--- config.mk ---
export PLATFORM = sky130hd
export DESIGN_NAME = sd_quad_decim
export DESIGN_NICKNAME = d
export VERILOG_FILES = /design/src/rtl/sd_pkg.sv /design/src/rtl/sd_cic3.sv /design/src/rtl/sd_quad_decim.sv
export SDC_FILE = /design/constraint.sdc
export NUM_CORES = 1
export LEC_CHECK = 0
export ABC_AREA = 1
export BUFFER_PORTS_ARGS = -buffer_cell sky130_fd_sc_hd__buf_2
export CORE_MARGIN = 5
export CORE_UTILIZATION = 50
export CTS_BUF_LIST = sky130_fd_sc_hd__clkbuf_4 sky130_fd_sc_hd__clkbuf_8 sky130_fd_sc_hd__clkbuf_16
export DETAILED_ROUTE_END_ITERATION = 7
export PLACE_DENSITY = 0.65
export SLEW_MARGIN = 20
export SYNTH_ARGS = -nofsm -noshare
export SYNTH_HDL_FRONTEND = slang
export SYNTH_SLANG_ARGS = --single-unit
--- constraint.sdc ---
create_clock -name clk -period 7.1 [get_ports clk]
set_input_delay 0.71 -clock clk [delete_from_list [all_inputs] [get_ports clk]]
set_output_delay 0.71 -clock clk [all_outputs]
set_load 0.01 [all_outputs]
--- src/rtl/sd_pkg.sv ---
// Shared sigma-delta definitions: bit-to-level mapping, CIC order, and the
// CIC integrator width function. Used by the encoder and decoder sides.
package sd_pkg;

  localparam int SD_IN_BW_DEFAULT = 16;
  localparam int CIC_ORDER        = 3;

  // A stream bit of 1 stands for +1, a bit of 0 stands for -1.
  localparam int SD_BIT_ONE  = 1;
  localparam int SD_BIT_ZERO = -1;

  typedef enum logic [1:0] {
    WARM0,
    WARM1,
    WARM2,
    RUN
  } warm_state_t;

  function automatic int cic_w(input int decim_log2);
    return CIC_ORDER * decim_log2 + 2;
  endfunction

endpackage

--- src/rtl/sd_cic3.sv ---
// Single-channel third-order CIC decimator: wrap-around integrators, a 3-stage
// registered comb (differential delay 1) and truncating scale with saturation.
module sd_cic3
  import sd_pkg::*;
#(
  parameter int DATA_W     = SD_IN_BW_DEFAULT,
  parameter int DECIM_LOG2 = 8
) (
  input  logic                     clk,
  input  logic                     rst,
  input  logic                     en,
  input  logic                     stb,
  input  logic                     sd_bit,
  output logic signed [DATA_W-1:0] out_data,
  output logic                     vld
);

  localparam int W     = cic_w(DECIM_LOG2);
  localparam int SHIFT = CIC_ORDER * DECIM_LOG2 - DATA_W + 1;

  localparam logic signed [W-1:0] X_POS   = W'(SD_BIT_ONE);
  localparam logic signed [W-1:0] X_NEG   = W'(SD_BIT_ZERO);
  localparam logic signed [W-1:0] OUT_MAX = W'((1 << (DATA_W - 1)) - 1);

  // Full-scale positive input lands exactly one LSB above the output range.
  function automatic logic signed [DATA_W-1:0] scale_sat(input logic signed [W-1:0] c);
    logic signed [W-1:0] s;
    s = c >>> SHIFT;
    if (s > OUT_MAX) s = OUT_MAX;
    return DATA_W'(s);
  endfunction

  logic signed [W-1:0] x;
  logic signed [W-1:0] i1, i2, i3;
  logic signed [W-1:0] i1_n, i2_n, i3_n;
  logic signed [W-1:0] d1, d2, d3;
  logic signed [W-1:0] c1_p0, c2_p1, c3_p2;
  logic                vld_p0, vld_p1, vld_p2;

  assign x = sd_bit ? X_POS : X_NEG;

  always_comb begin
    i1_n = i1 + x;
    i2_n = i2 + i1_n;
    i3_n = i3 + i2_n;
  end

  always_ff @(posedge clk) begin
    if (rst) begin
      i1     <= '0;
      i2     <= '0;
      i3     <= '0;
      d1     <= '0;
      d2     <= '0;
      d3     <= '0;
      c1_p0  <= '0;
      c2_p1  <= '0;
      c3_p2  <= '0;
      vld_p0 <= 1'b0;
      vld_p1 <= 1'b0;
      vld_p2 <= 1'b0;
    end else begin
      if (en) begin
        i1 <= i1_n;
        i2 <= i2_n;
        i3 <= i3_n;
      end
      // p0: first comb stage, fed directly by the strobed integrator value
      vld_p0 <= stb;
      if (stb) begin
        c1_p0 <= i3_n - d1;
        d1    <= i3_n;
      end
      // p1: second comb stage
      vld_p1 <= vld_p0;
      if (vld_p0) begin
        c2_p1 <= c1_p0 - d2;
        d2    <= c1_p0;
      end
      // p2: third comb stage
      vld_p2 <= vld_p1;
      if (vld_p1) begin
        c3_p2 <= c2_p1 - d3;
        d3    <= c2_p1;
      end
    end
  end

  assign out_data = scale_sat(c3_p2);
  assign vld      = vld_p2;

endmodule

--- src/rtl/sd_quad_decim.sv ---
// Quadrature sigma-delta decoder: two lockstep CIC3 channels, warm-up FSM and
// a 2-entry output FIFO. SD_QUAD_DECIM_OVR_CNT_EN adds a dropped-pair counter.
module sd_quad_decim
  import sd_pkg::*;
#(
  parameter int SD_IN_BW   = SD_IN_BW_DEFAULT,
  parameter int DECIM_LOG2 = 8
) (
  input  logic                       clk,
  input  logic                       rst,
  input  logic                       bs_en,
  input  logic                       sin,
  input  logic                       cos,
  output logic                       out_valid,
  input  logic                       out_ready,
  output logic signed [SD_IN_BW-1:0] out_sin,
  output logic signed [SD_IN_BW-1:0] out_cos,
`ifdef SD_QUAD_DECIM_OVR_CNT_EN
  output logic [7:0]                 ovr_cnt,
`endif
  output logic                       overrun
);

  logic [DECIM_LOG2-1:0] cnt;
  logic                  stb;

  assign stb = bs_en & (cnt == '1);

  always_ff @(posedge clk) begin
    if (rst) cnt <= '0;
    else if (bs_en) cnt <= cnt + 1'b1;
  end

  logic signed [SD_IN_BW-1:0] res_sin, res_cos;
  logic                       sin_vld, cos_vld, res_vld;

  sd_cic3 #(.DATA_W(SD_IN_BW), .DECIM_LOG2(DECIM_LOG2)) u_cic_sin (
    .clk(clk), .rst(rst), .en(bs_en), .stb(stb), .sd_bit(sin),
    .out_data(res_sin), .vld(sin_vld)
  );

  sd_cic3 #(.DATA_W(SD_IN_BW), .DECIM_LOG2(DECIM_LOG2)) u_cic_cos (
    .clk(clk), .rst(rst), .en(bs_en), .stb(stb), .sd_bit(cos),
    .out_data(res_cos), .vld(cos_vld)
  );

  assign res_vld = sin_vld & cos_vld;

  // Warm-up: the first three comb results carry the CIC fill transient.
  warm_state_t state_q, state_d;
  logic        push;

  always_ff @(posedge clk) begin
    if (rst) state_q <= WARM0;
    else state_q <= state_d;
  end

  always_comb begin
    state_d = state_q;
    push    = 1'b0;
    if (res_vld) begin
      case (state_q)
        WARM0:   state_d = WARM1;
        WARM1:   state_d = WARM2;
        WARM2:   state_d = RUN;
        default: push = 1'b1;
      endcase
    end
  end

  logic signed [SD_IN_BW-1:0] fifo_sin [2];
  logic signed [SD_IN_BW-1:0] fifo_cos [2];
  logic                       rd_ptr, wr_ptr;
  logic [1:0]                 count;
  logic                       full, pop, wr, drop;

  assign out_valid = (count != 2'd0);
  assign full      = (count == 2'd2);
  assign pop       = out_valid & out_ready;
  assign wr        = push & (~full | pop);
  assign drop      = push & full & ~pop;
  assign out_sin   = fifo_sin[rd_ptr];
  assign out_cos   = fifo_cos[rd_ptr];

  always_ff @(posedge clk) begin
    if (rst) begin
      rd_ptr <= 1'b0;
      wr_ptr <= 1'b0;
      count  <= 2'd0;
      for (int i = 0; i < 2; i++) begin
        fifo_sin[i] <= '0;
        fifo_cos[i] <= '0;
      end
    end else begin
      if (wr) begin
        fifo_sin[wr_ptr] <= res_sin;
        fifo_cos[wr_ptr] <= res_cos;
        wr_ptr           <= ~wr_ptr;
      end
      if (pop) rd_ptr <= ~rd_ptr;
      case ({wr, pop})
        2'b10:   count <= count + 2'd1;
        2'b01:   count <= count - 2'd1;
        default: count <= count;
      endcase
    end
  end

`ifdef SD_QUAD_DECIM_OVR_CNT_EN
  always_ff @(posedge clk) begin
    if (rst) ovr_cnt <= 8'd0;
    else if (drop && ovr_cnt != 8'hFF) ovr_cnt <= ovr_cnt + 8'd1;
  end

  assign overrun = (ovr_cnt != 8'd0);
`else
  logic ovr_q;

  always_ff @(posedge clk) begin
    if (rst) ovr_q <= 1'b0;
    else if (drop) ovr_q <= 1'b1;
  end

  assign overrun = ovr_q;
`endif

endmodule
# Word level (Yosys, flattened, before mapping)
# Memory sizes are Yosys's and may differ from the RTL's. A register that Yosys moved wholly into a read port is not among the register bits.
# Index checks and enable logic that the tools add are counted.
# totals
reg_bits,486
mem_bits_rw,64
in_bits,6
out_inout_bits,34
word_cells,93
n_memories,2
# mem_list
name,depth,word_bits,read_ports,rd_clocked_by_memory_dff,write_ports,line_no,rtl
fifo_cos,2,16,1,1,2,sd_quad_decim.sv:72,logic signed [SD_IN_BW-1:0] fifo_cos [2];
fifo_sin,2,16,1,1,2,sd_quad_decim.sv:71,logic signed [SD_IN_BW-1:0] fifo_sin [2];
# op_classes
add_sub_neg,15
n_lt_le_gt_ge,2
eq_ne,6
n_mux,23
bitwise,10
n_reduce_logical,8
# op_table
op,count
$add A26 B26 Y26,6
$sub A26 B26 Y26,6
$mux W16,4
$mux W26,2
$gt A17 B16 Y1 const B,2
$reduce_or A16 Y1,2
$mux W1,15
$add A8 B1 Y8 const B,1
$eq A8 B8 Y1 const B,1
$eq A2 B2 Y1 const B,3
$pmux W2 S3,1
$and A1 B1 Y1,5
$eq A2 B1 Y1 const B,2
$not A1 Y1,4
$pmux W2 S2,1
$reduce_bool A2 Y1,2
$reduce_bool A3 Y1,1
$reduce_or A3 Y1,1
$add A2 B1 Y2 const B,1
$logic_not A2 Y1,1
$reduce_and A2 Y1,1
$sub A2 B1 Y2 const B,1
$or A1 B1 Y1,1

# Logic depth before layout (Yosys ltp)
# logic_depth
depth_word,10
mapped_depth,42
mapped_depth_nobuf,42

# Cells and area by module
# From an unflattened synthesis, not the netlist that was laid out.
# hier_totals
cells_unflattened,5014
area_unflattened_um2,35794.3
# modules_own_cells
mod,n_inst,cells_per_inst,area_per_inst_um2,seq_area_each_um2
sd_cic3 at u_cic_sin,1,2404,16274.4,4564.4
sd_cic3 at u_cic_cos,1,2305,16015.4,4564.4
sd_quad_decim,1,305,3504.6,2242.2

# Worst setup path after synthesis
# OpenSTA, ideal clock, no wires.
# synth_timing
kind,input-to-reg
startpoint,in sin
endpoint,reg u_cic_sin.c1_p0[23]
setup_ns,0.058
arrival_time_ns,6.335
t_required_ns,7.042
slack_ns,0.707
path_stages,34
n_path_buf,0
path_cell_list,inv_1 ha_1 a21oi_1 nand2_1 a21oi_2 o21ai_2 a21boi_1 o21ai_0 a21boi_1 xnor2_1 ha_1 a21oi_1 o221ai_1 a21oi_2 o21ai_1 nand3_1 nand2_1 xor2_1 ha_1 nand2_1 nor4_1 o21ai_0 nand3_1 a31oi_1 xor2_1 ha_1 nand2_1 nor4_1 nand2_1 o211ai_1 a21oi_1 o21ai_0 o211ai_1 inv_1
# synth_between
elab_chain_len,5
# synth_lines
item,line_no,rtl
from (decl),sd_quad_decim.sv:12,"input logic sin,"
$mux W26,sd_cic3.sv:40,assign x = sd_bit ? X_POS : X_NEG;
$add A26 B26 Y26,sd_cic3.sv:43,i1_n = i1 + x;
via u_cic_sin.i1_n[14],sd_cic3.sv:35,"logic signed [W-1:0] i1_n, i2_n, i3_n;"
$add A26 B26 Y26,sd_cic3.sv:44,i2_n = i2 + i1_n;
via u_cic_sin.i2_n[19],sd_cic3.sv:35,
$add A26 B26 Y26,sd_cic3.sv:45,i3_n = i3 + i2_n;
via u_cic_sin.i3_n[22],sd_cic3.sv:35,
$sub A26 B26 Y26,sd_cic3.sv:71,c1_p0 <= i3_n - d1;
to (signal assigned),sd_cic3.sv:71,
to (decl),sd_cic3.sv:37,"logic signed [W-1:0] c1_p0, c2_p1, c3_p2;"
# The timed path passes the listed nets, and every way through them passes these cells.
# A chain may end at the register's enable or synchronous reset.

# Worst setup path after layout
# layout_timing
startpoint,reg u_cic_cos.i1[0]
endpoint,reg u_cic_cos.c1_p0[22]
# layout_between
elab_chain_len,4
# layout_lines
item,line_no,rtl
from (decl),sd_cic3.sv:34,"logic signed [W-1:0] i1, i2, i3;"
from (signal assigned),sd_cic3.sv:64,i1 <= i1_n;
$add A26 B26 Y26,sd_cic3.sv:43,
via u_cic_cos.i1_n[0],sd_cic3.sv:35,
$add A26 B26 Y26,sd_cic3.sv:44,
via u_cic_cos.i2_n[11],sd_cic3.sv:35,
$add A26 B26 Y26,sd_cic3.sv:45,
via u_cic_cos.i3_n[15],sd_cic3.sv:35,
$sub A26 B26 Y26,sd_cic3.sv:71,
to (signal assigned),sd_cic3.sv:71,
to (decl),sd_cic3.sv:37,
# The timed path passes the listed nets, and every way through them passes these cells.

==> metrics.csv <==
stage,metric,value,unit
cells_and_area,Area growth syn-to-layout,8.96,%
global_routing,vias in the first global route,28000,
global_routing,antenna violations before repair,0,
drt,via-per-instance ratio,5.16,
cells_and_area,Antenna diodes,0,
sta,Final Skew,0.0225,ns
die,die area,74300,µm²
setup_path,reg2reg start,u_cic_cos.i1[0],
synthesis,synthesized flop and latch total,533,
drt,metal2 WL,35.8,mm
setup_path,CP max FO,5,
clock_tree,postcts setup bufs,0,
sta,Hold Slack,0.441,ns
cells_and_area,nets,5096,
drt,met1 wire length,38.9,mm
pwr,maximum VDD drop,0.000433,V
global_routing,GRT Util Overall,20.9,%
synthesis,Post-synth EDFFs,64,
synthesis,Post-Synth Adder-Cell Area,11.5,%
sta,Final min period,6.56,ns
synthesis,multiplexer share of the synthesized area,1.05,%
synthesis,simple-gate area share of the yosys netlist,16.7,%
cells_and_area,biggest regs,"fifo_cos: 32 flops, fifo_sin: 32 flops",
setup_path,Worst path slowest cell,fa_1,
sta,final period utilization,92.3,%
clock_tree,CTS H-Tree Depth,2,
die,IO Pins,40,
drt,Starting DRT DRC Count,1548,
synthesis,main combinational cell family by area after synthesis,compound AO/OA/AOI/OAI gates,
setup_path,WP data required,7.68,ns
synthesis,post-synthesis xor/xnor area fraction,5.62,%
placement,DP Cell Count,5599,
cells_and_area,fillers,6702,
die,Die X,273,µm
synthesis,Synth top cells by count,"inv_1 (785), a21oi_1 (613), nand2_1 (544)",
placement,Routability Congestion,0.895,
run,Max Cap Viol,0,
setup_path,CP Launch Type,register,
sta,max_slew headroom,32.0,%
synthesis,most frequent cell after synthesis,inv_1,
sta,final setup violation count,0,
pwr,Leak,18.4,nW
cells_and_area,share of layout cells above drive strength 1,6.30,%
drt,met3 WL post-DR,2.39,mm
clock_tree,Root Buffer Master,clkbuf_16,
placement,sum of net half-perimeters after detailed placement,56.4,mm
worst_hold_path,number of cells on the worst hold path,4,
setup_path,worst reg-to-reg setup slack,0.54,ns
die,Core Area,68500,µm²
clock_tree,CTS sink cnt,533,
setup_path,CP endpoint kind,register,
synthesis,Synth Flop Type,dfxtp_1,
global_routing,first-pass GRT wire length,134,mm
drt,WL per Instance,13.9,µm
setup_path,Reg2Reg Depth,30,
synthesis,"area leader, netlist",dfxtp_1,
synthesis,unique cell type count in the Yosys netlist,57,
pwr,pwr/cell area,503,nW/µm²
clock_tree,TritonCTS Buffers,59,
die,starting density of the core,50.3,%
clock_tree,clk_lat worst skew,0.64,ns
die,Die Span Y,273,µm
synthesis,Post-synth ARST share,0,%
synthesis,Compound-Gate Fraction of Synth Area,21.8,%
sta,Pins Over Slew Limit,0,
sta,Worst-Margin Slew,1.02,ns
setup_path,max incr delay on CP,0.45,ns
setup_path,Crit Reg-Reg Endpoint,u_cic_cos.c1_p0[22],
synthesis,Synth area leaders,"dfxtp_1 (27%), ha_1 (11%), a21oi_1 (8.9%)",
synthesis,share of the synthesized area in the top cell type,27.3,%
outcome,status,completed,
global_routing,grt ovf,0,
clock_tree,clock buffer depth,3,
drt,drt first pass iters,5,
drt,drc violations,0,
sta,final hold violation count,0,
pwr,total power,18.9,mW
drt,routed via count,29500,
setup_path,worst path arrival time,7.14,ns
cells_and_area,final cell count without fillers,5706,
placement,Port Buf Inserts,39,
setup_path,path type of the worst setup path,register to register,
synthesis,Synth Warn #,0,
drt,top sig layer,met4,
setup_path,"Top cell by count, worst path",a21oi_1,
synthesis,sequential area share after synthesis,32.8,%
sta,fmax,0.153,GHz
drt,Post-Route WL,79.2,mm
clock_tree,CTS tree,built,
synthesis,Synth Net Count,5124,
clock_tree,clock-pin transition on the worst setup and hold timing paths,0.06,ns
clock_tree,CTS Hold Buffers Added,0,
synthesis,post-synthesis cell count,4806,
global_routing,largest net degree at the start of global routing,133,
clock_tree,post_cts resized,0,
drt,antenna-violating nets left,0,
die,row count,96,
worst_hold_path,Hold Crit Class,input pin to register,
synthesis,Post-Syn Area,34500,µm²
synthesis,Syn Area/Cell,7.17,µm²
worst_hold_path,Hold Path Origin,out_ready,
-- metal layers --
layer / track usage [%] / up-vias
li1: - / 15900
met1: 28.2 / 13000
met2: 35.8 / 385
met3: 2.27 / 132
met4: 5.75 / 0
met5: 0 / -
-- stage by stage --
stage	TNS [ns]	setup WS (ns)	cell area [µm²]	utilization [%]
floorplan	0	0.707	34500	-
global route	-0.00877	-0.00877	37500	54.8
detailed placement	-0.00284	-0.00284	35400	51.7
CTS	0	0.489	37500	54.8
global placement	0	0.0870	35400	51.7
finish	0	0.544	37500	54.8
-- critical path: cells and delay by family (launching register included) --
kind | cells | cell delay, ns
buffers and inverters | 3 | 0.28
AO/OA/AOI/OAI | 12 | 2.12
flip-flops | 1 | 0.39
XOR/XNOR | 3 | 0.82
adder cells (fa/ha/maj) | 4 | 1.43
AND/OR/NAND/NOR | 8 | 1.43
-- layout make-up --
cell class	instances	area, µm²	area share, %
Inverter	788	2970	7.90
Clock buffer	76	1660	4.42
Tap cell	882	1100	2.94
Sequential cell	533	11300	30.1
Timing Repair Buffer	77	495	1.32
Multi-Input combinational cell	3319	19600	52.1
Clock inverter	31	428	1.14
-- worst max-delay path by stage --
stage,slack [ns],cells past startpoint,from,endpoint
2_1_floorplan,0.71,34,sin,u_cic_sin.c1_p0[23]
3_3_place_gp,0.09,33,cos,u_cic_cos.c1_p0[22]
3_5_place_dp,-0.003,33,cos,u_cic_cos.c1_p0[22]
4_1_cts,0.49,30,u_cic_cos.i1[0],u_cic_cos.c1_p0[22]
5_1_grt,-0.009,37,u_cic_cos.i1[0],u_cic_cos.c1_p0[25]
6_report,0.54,30,u_cic_cos.i1[0],u_cic_cos.c1_p0[22]
-- logic make-up (layout without fill, tap and decap cells) --
family                   count (synthesis)  count (layout)
adder cells (fa/ha/maj)                312             312
flip-flops                             533             533
AND/OR/NAND/NOR                       1371            1371
AO/OA/AOI/OAI                         1383            1383
XOR/XNOR                               221             221
multiplexers                            32              32
buffers and inverters                  954             972
-- power breakdown --
part           total (mW)  internal [mW]  switching, mW
sequential           3.45           3.30          0.151
clock                3.26           1.97           1.29
combinational        12.2           4.46           7.71
total                18.9           9.73           9.15
-- cells in the final DEF (no fill, tap or decap), drive strengths merged, types with 17 or more instances in the layout --
cell    count
xnor2      77
clkinv     20
ha        302
o21bai     27
nand4      26
a31oi      27
inv       787
mux2       32
nand2     555
o221ai     17
xor2      144
nor4       21
edfxtp     64
o211ai     45
dfxtp     469
a21o       20
nor3       47
nor2      513
clkbuf     77
nand3     184
o21ai     572
buf        76
a21oi     629
Note: power is estimated with default switching activity, not from simulation.
